### src/rtl/simple_response_serializer.sv
// Serializes one {cmd, addr, value} response frame into a valid/ready word stream, cmd first.
// Define RESP_CHECKSUM_EN to append an XOR checksum word after the last value word.
module simple_response_serializer #(
    parameter int unsigned WORD_WIDTH  = 8,
    parameter int unsigned VALUE_WORDS = 4
) (
    input  logic                                  clk,
    input  logic                                  i_reset,
    input  logic [(VALUE_WORDS+2)*WORD_WIDTH-1:0] i_data,
    input  logic                                  i_valid,
    output logic                                  o_ready,
    output logic [WORD_WIDTH-1:0]                 o_word,
    output logic                                  o_word_valid,
    input  logic                                  i_word_ready,
    output logic                                  o_busy,
    output logic                                  o_done,
    output logic                                  o_overrun
);

    localparam int unsigned N    = VALUE_WORDS + 2;
    localparam int unsigned IdxW = $clog2(N + 1);
    localparam logic [IdxW-1:0] LastIdx = IdxW'(N - 1);

`ifdef RESP_CHECKSUM_EN
    typedef enum logic [1:0] {StIdle, StSend, StCsum} state_e;
`else
    typedef enum logic [0:0] {StIdle, StSend} state_e;
`endif

    state_e                    state_q, state_d;
    logic [IdxW-1:0]           idx_q, idx_d;
    logic [N*WORD_WIDTH-1:0]   frame_q, frame_d;
    logic                      done_q, done_d;
    logic [WORD_WIDTH-1:0]     words [N];
    logic [WORD_WIDTH-1:0]     cur_word;
`ifdef RESP_CHECKSUM_EN
    logic [WORD_WIDTH-1:0]     xor_q, xor_d;
`endif

    // Word 0 is the top (cmd) slice of the latched frame.
    always_comb begin
        for (int i = 0; i < int'(N); i++) begin
            words[i] = frame_q[(int'(N) - 1 - i)*int'(WORD_WIDTH) +: WORD_WIDTH];
        end
        cur_word = (idx_q <= LastIdx) ? words[idx_q] : '0;
    end

    always_ff @(posedge clk) begin
        if (i_reset) begin
            state_q <= StIdle;
            idx_q   <= '0;
            frame_q <= '0;
            done_q  <= 1'b0;
`ifdef RESP_CHECKSUM_EN
            xor_q   <= '0;
`endif
        end else begin
            state_q <= state_d;
            idx_q   <= idx_d;
            frame_q <= frame_d;
            done_q  <= done_d;
`ifdef RESP_CHECKSUM_EN
            xor_q   <= xor_d;
`endif
        end
    end

    always_comb begin
        state_d      = state_q;
        idx_d        = idx_q;
        frame_d      = frame_q;
        done_d       = 1'b0;
`ifdef RESP_CHECKSUM_EN
        xor_d        = xor_q;
`endif
        o_ready      = 1'b0;
        o_word       = '0;
        o_word_valid = 1'b0;
        o_overrun    = 1'b0;

        case (state_q)
            StIdle: begin
                o_ready = 1'b1;
                if (i_valid) begin
                    frame_d = i_data;
                    idx_d   = '0;
                    state_d = StSend;
`ifdef RESP_CHECKSUM_EN
                    xor_d   = '0;
`endif
                end
            end
            StSend: begin
                o_word_valid = 1'b1;
                o_word       = cur_word;
                o_overrun    = i_valid;
                if (i_word_ready) begin
`ifdef RESP_CHECKSUM_EN
                    xor_d = xor_q ^ cur_word;
`endif
                    if (idx_q == LastIdx) begin
`ifdef RESP_CHECKSUM_EN
                        state_d = StCsum;
`else
                        state_d = StIdle;
                        done_d  = 1'b1;
`endif
                    end else begin
                        idx_d = idx_q + 1'b1;
                    end
                end
            end
`ifdef RESP_CHECKSUM_EN
            StCsum: begin
                o_word_valid = 1'b1;
                o_word       = xor_q;
                o_overrun    = i_valid;
                if (i_word_ready) begin
                    state_d = StIdle;
                    done_d  = 1'b1;
                end
            end
`endif
            default: state_d = StIdle;
        endcase
    end

    assign o_busy = (state_q != StIdle);
    assign o_done = done_q;

endmodule

### config.mk
export PLATFORM = sky130hd
export DESIGN_NAME = simple_response_serializer
export DESIGN_NICKNAME = d
export VERILOG_FILES = /design/src/rtl/simple_response_serializer.sv
export SDC_FILE = /design/constraint.sdc
export NUM_CORES = 1
export LEC_CHECK = 0
export BUFFER_PORTS_ARGS = -buffer_cell sky130_fd_sc_hd__clkbuf_2
export CAP_MARGIN = 20
export CORE_MARGIN = 10
export CORE_UTILIZATION = 30
export CTS_CLUSTER_SIZE = 20
export DETAILED_ROUTE_END_ITERATION = 8
export PLACE_DENSITY = 0.52
export RECOVER_POWER = 25
export SETUP_SLACK_MARGIN = 0.3
export SKIP_CTS_REPAIR_TIMING = 1
export SYNTH_ARGS = -nofsm -noshare
export SYNTH_HDL_FRONTEND = slang
export SYNTH_SLANG_ARGS = --single-unit
### constraint.sdc
create_clock -name clk -period 1.7 [get_ports clk]
set_input_delay 0.255 -clock clk [delete_from_list [all_inputs] [get_ports clk]]
set_output_delay 0.255 -clock clk [all_outputs]
set_load 0.01 [all_outputs]
# --- Word level (Yosys, flattened, before mapping) ---
# Index checks and enable logic that the tools add are counted.
op_classes:
  n_reduce_logical: 3
  eq_ne: 4
  n_bitwise: 3
  addsub: 1
  order_cmp: 2
  n_mux: 17
op_table:
  columns: ["op", "n"]
  rows:
  - ["$mux 8", 4]
  - ["$bmux 8 s3", 1]
  - ["$mux 3", 3]
  - ["$mux 1", 7]
  - ["$ne 2x2->1 const B", 3]
  - ["$pmux 3 s2", 1]
  - ["$ge 4x4->1 const B", 1]
  - ["$not 3->4", 1]
  - ["$add 3x1->3 const B", 1]
  - ["$eq 3x3->1 const B", 1]
  - ["$le 3x3->1 const B", 1]
  - ["$reduce_and 3->1", 1]
  - ["$reduce_or 3->1", 1]
  - ["$not 1->1", 2]
  - ["$pmux 1 s2", 1]
  - ["$reduce_and 2->1", 1]
totals:
  word_cells: 34
  out_inout_bits: 13
  ff_bits: 53
  input_bits: 52

# --- Depth between registers and ports, before layout ---
logic_depth:
  ltp_word: 6
  ltp_mapped: 6
  mapped_depth_nobuf: 5

# --- Worst setup path before layout ---
# OpenSTA, ideal clock, no wires.
synth_timing:
  path_kind: "reg-to-output"
  startpoint: "reg state_q, in the netlist o_busy"
  endpoint: "out o_word[0]"
  arrival_time_ps: 1296
  setup_slack_ps: 149
  stages_incl_launch_ff: 6
  path_buffers: 2
  t_required_ps: 1445
  path_cell_list: "dfxtp_1 > buf_4 > or3b_1 > buf_2 > o22a_1 > o21ai_1"
synth_via:
  elab_chain_cells: 1
synth_rtl:
  columns: ["element", "line_no", "source"]
  rows:
  - ["from (decl)", "30", "state_e state_q, state_d;"]
  - ["from (signal assigned)", "50", "state_q <= StIdle;"]
  - ["from (signal assigned)", "58", "state_q <= state_d;"]
  - ["$mux 8", "81", "case (state_q)"]
  - ["to (decl)", "12", "output logic [WORD_WIDTH-1:0] o_word,"]
# Every way passes these cells.

# --- Worst setup path after layout ---
layout_timing:
  startpoint: "reg idx_q[0]"
  endpoint: "out o_word[0]"
layout_via:
  elab_chain_cells: 6
  word_cells_on_any_way: 7
  cone_classes: "1 x order compare; 5 x mux; 1 x bitwise"
layout_rtl:
  columns: ["element", "line_no", "source"]
  rows:
  - ["from (decl)", "31", "logic [IdxW-1:0] idx_q, idx_d;"]
  - ["from (signal assigned)", "59", "idx_q <= idx_d;"]
  - ["$not 3->4 (not written as such)", "45", "cur_word = (idx_q <= LastIdx) ? words[idx_q] : '0;"]
  - ["$bmux 8 s3", "45", null]
  - ["$mux 8 (not written as such) (2 in a row)", "45", null]
  - ["$mux 8 *", "45", null]
  - ["$mux 8 *", "81", null]
# Every way passes the cells marked *; elsewhere a longest branch is shown, timed or not. The select of a mux whose other input is x is not followed.

==> flow_summary.ini <==
[global_routing]
grt_pass1_vias = 2093
antenna_found_initial = 0
grt_max_degree = 54
grt_pass1_wl_mm = 10.5
grt_overflow = 0
gr-usage-all-layers_pct = 11.2

[synthesis]
ys_seq_area_share_pct = 46.0
yosysWarnings = 0
syn_area_per_cell_um2 = 8.04
ys_ff_latch = 53
synthesis.nets = 341
syn_area_um2 = 2310
postSynthCellCount = 287
ys_types = 26

[pwr]
power_uw = 2570
ir_worst_vdd_uv = 333
leakage_uw = 0.00115
powerDensity_nw_per_um2 = 870

[layout]
final_common_cell = nand2_1
area_delta_synth_final_pct = 28.1
layout.cells.most_common_list = 98 x nand2_1, 56 x clkbuf_2, 49 x dfxtp_1, 48 x a21oi_1, 21 x mux2i_1
fin_nets = 398
final_util_pct = 40.1
drive_gt1_share_pct = 30.4
diodes = 0
finalInstanceArea_um2 = 2960

[clock_tree]
cts_sinks = 53
cts_tree = yes
cts_buffers = 5
cts_root_buf = clkbuf_8
cts_buffer_depth = 2
clk_pin_slew_ns = 0.10
clock_latency_ns = 0.31
h-tree-depth = 2

[die]
coreArea_um2 = 7370
start_util_pct = 31.3
die_w_um = 108
die_h_um = 108
rows = 31
pin_count = 65
dieArea_um2 = 11600

[setup_path]
critical_path_class = register to output port
end_kind = output port
worstPathCellList = buf_4 > mux2i_2 > o22a_1 > o21ai_2 > buf_2
crit_buf_inv = 2
critPathMaxStageDelay_ns = 0.40
cp_slowest_cell = dfxtp_4
arrival_ns = 1.55
cp_top_family = flip-flops
crit_required_ns = 1.44
cp_max_fo = 4
critPathLaunchType = register

[status]
status = complete, but fails checks
violations = setup timing

[timing]
worst_slew_pin_slew_ns = 0.301
layout_min_cycle_time_ns = 1.80
drv_slew = 0
clock.fmax_mhz = 555
hold_violations = 0
rsz0062_at_grt = true
setup_viol = 8
fin_ws_ns = -0.101
hold_ws_ns = 0.151
slew_headroom_pct = 79.7
skew_ns = 0.00966
fin_crit_sh_pct = 106
fin_tns_setup_ns = -0.499

[route]
vias = 2066
postRouteAntennaNets = 0
first_pass_iters = 4
routed_wl_mm = 6.66
wl_per_cell_um = 15.0
via_per_inst = 4.65
drt_iter0_markers = 90
post-route-drc-count = 0

[job]
maxCapViolCount = 0

[placement]
dpl.hpwl_mm = 4.84
dpl_cell_area_um2 = 2750
finalWeightedCongestion = 0.827
io_buffers = 64

[min_path]
hold_path.class = input pin to register
-- final cells by class --
cell class                      count  area (um^2)
Multi-Input combinational cell    207         1190
Tap cell                           99          124
Timing Repair Buffer               74          447
Inverter                            3         11.3
Clock inverter                      3         46.3
Fill cell                         795         4410
Clock buffer                        5         68.8
Sequential cell                    53         1070
-- worst min-delay path: cells and delay by family --
family / cells / cell delay (ns)
AO/OA/AOI/OAI: 1 / 0.05
buffers and inverters: 1 / 0.08
AND/OR/NAND/NOR: 1 / 0.04
-- state kept, by name (all words and copies together), names as in the netlist --
register,cells
idx_q,3
o_done,1
o_busy,1
frame_q,48
-- power by group --
group	leakage (uW)	total [uW]	internal, uW	switching [uW]
Combinational	0.000656	359	164	196
Clock	0.0000543	861	441	420
Sequential	0.000437	1350	1310	43.2
-- stage by stage --
step	std cells	setup slack [ns]
2_1_floorplan	287	0.251
3_3_place_gp	434	0.0720
3_5_place_dp	434	0.0342
4_1_cts	442	-0.326
5_1_grt	444	-0.159
6_report	444	-0.101
-- cell families after synthesis --
logic type / count (synthesis) / synth area share (%)
fa+ha+maj: 2 / 1.08
flops: 53 / 46.0
mux: 24 / 10.4
buf+inv: 27 / 5.86
compound gates: 71 / 17.4
simple gates: 110 / 19.3
-- synth_stat cells --
| library cell | instances | area, um^2 |
|---|---|---|
| o211ai_1 | 2 | 15.0 |
| clkbuf_1 | 6 | 22.5 |
| o31ai_1 | 1 | 7.51 |
| inv_1 | 2 | 7.51 |
| nand2_1 | 98 | 368 |
| nor3_1 | 1 | 5.00 |
| buf_2 | 9 | 45.0 |
| buf_1 | 3 | 11.3 |
| a211oi_1 | 1 | 7.51 |
| o21ai_1 | 7 | 35.0 |
| o22ai_1 | 1 | 6.26 |
| o22a_1 | 8 | 70.1 |
| buf_4 | 6 | 45.0 |
| o21ai_2 | 1 | 8.76 |
| and2_1 | 2 | 12.5 |
| a21oi_1 | 50 | 250 |
| nand2b_1 | 1 | 6.26 |
| mux2i_1 | 24 | 240 |
| or3b_1 | 1 | 8.76 |
| inv_2 | 1 | 3.75 |
| dfxtp_1 | 53 | 1060 |
| ha_1 | 2 | 25.0 |
| or3_1 | 4 | 25.0 |
| nor2_1 | 1 | 3.75 |
| nor2b_2 | 1 | 8.76 |
| nand3b_1 | 1 | 7.51 |
-- final timing paths --
check | from | endpoint | slack [ns] | depth (start not counted)
max reg2reg | idx_q[0]$_SDFFE_PP0P_ | idx_q[0]$_SDFFE_PP0P_ | 0.22 | 5
min | i_data[30] | frame_q[30]$_SDFFE_PP0P_ | 0.15 | 3
min reg2reg | frame_q[31]$_SDFFE_PP0P_ | frame_q[31]$_SDFFE_PP0P_ | 0.46 | 2
max | idx_q[0]$_SDFFE_PP0P_ | o_word[0] | -0.10 | 5
-- metal layers --
metal | vias up | part of all wire (%) | track usage, %
met4 | 0 | 1.3 | 4.01
met2 | 49 | 45 | 18.2
met5 | - | 0 | 0
met1 | 938 | 47 | 13.7
li1 | 1074 | - | -
met3 | 5 | 6.0 | 3.41
Power figures use the tool's default switching activity.
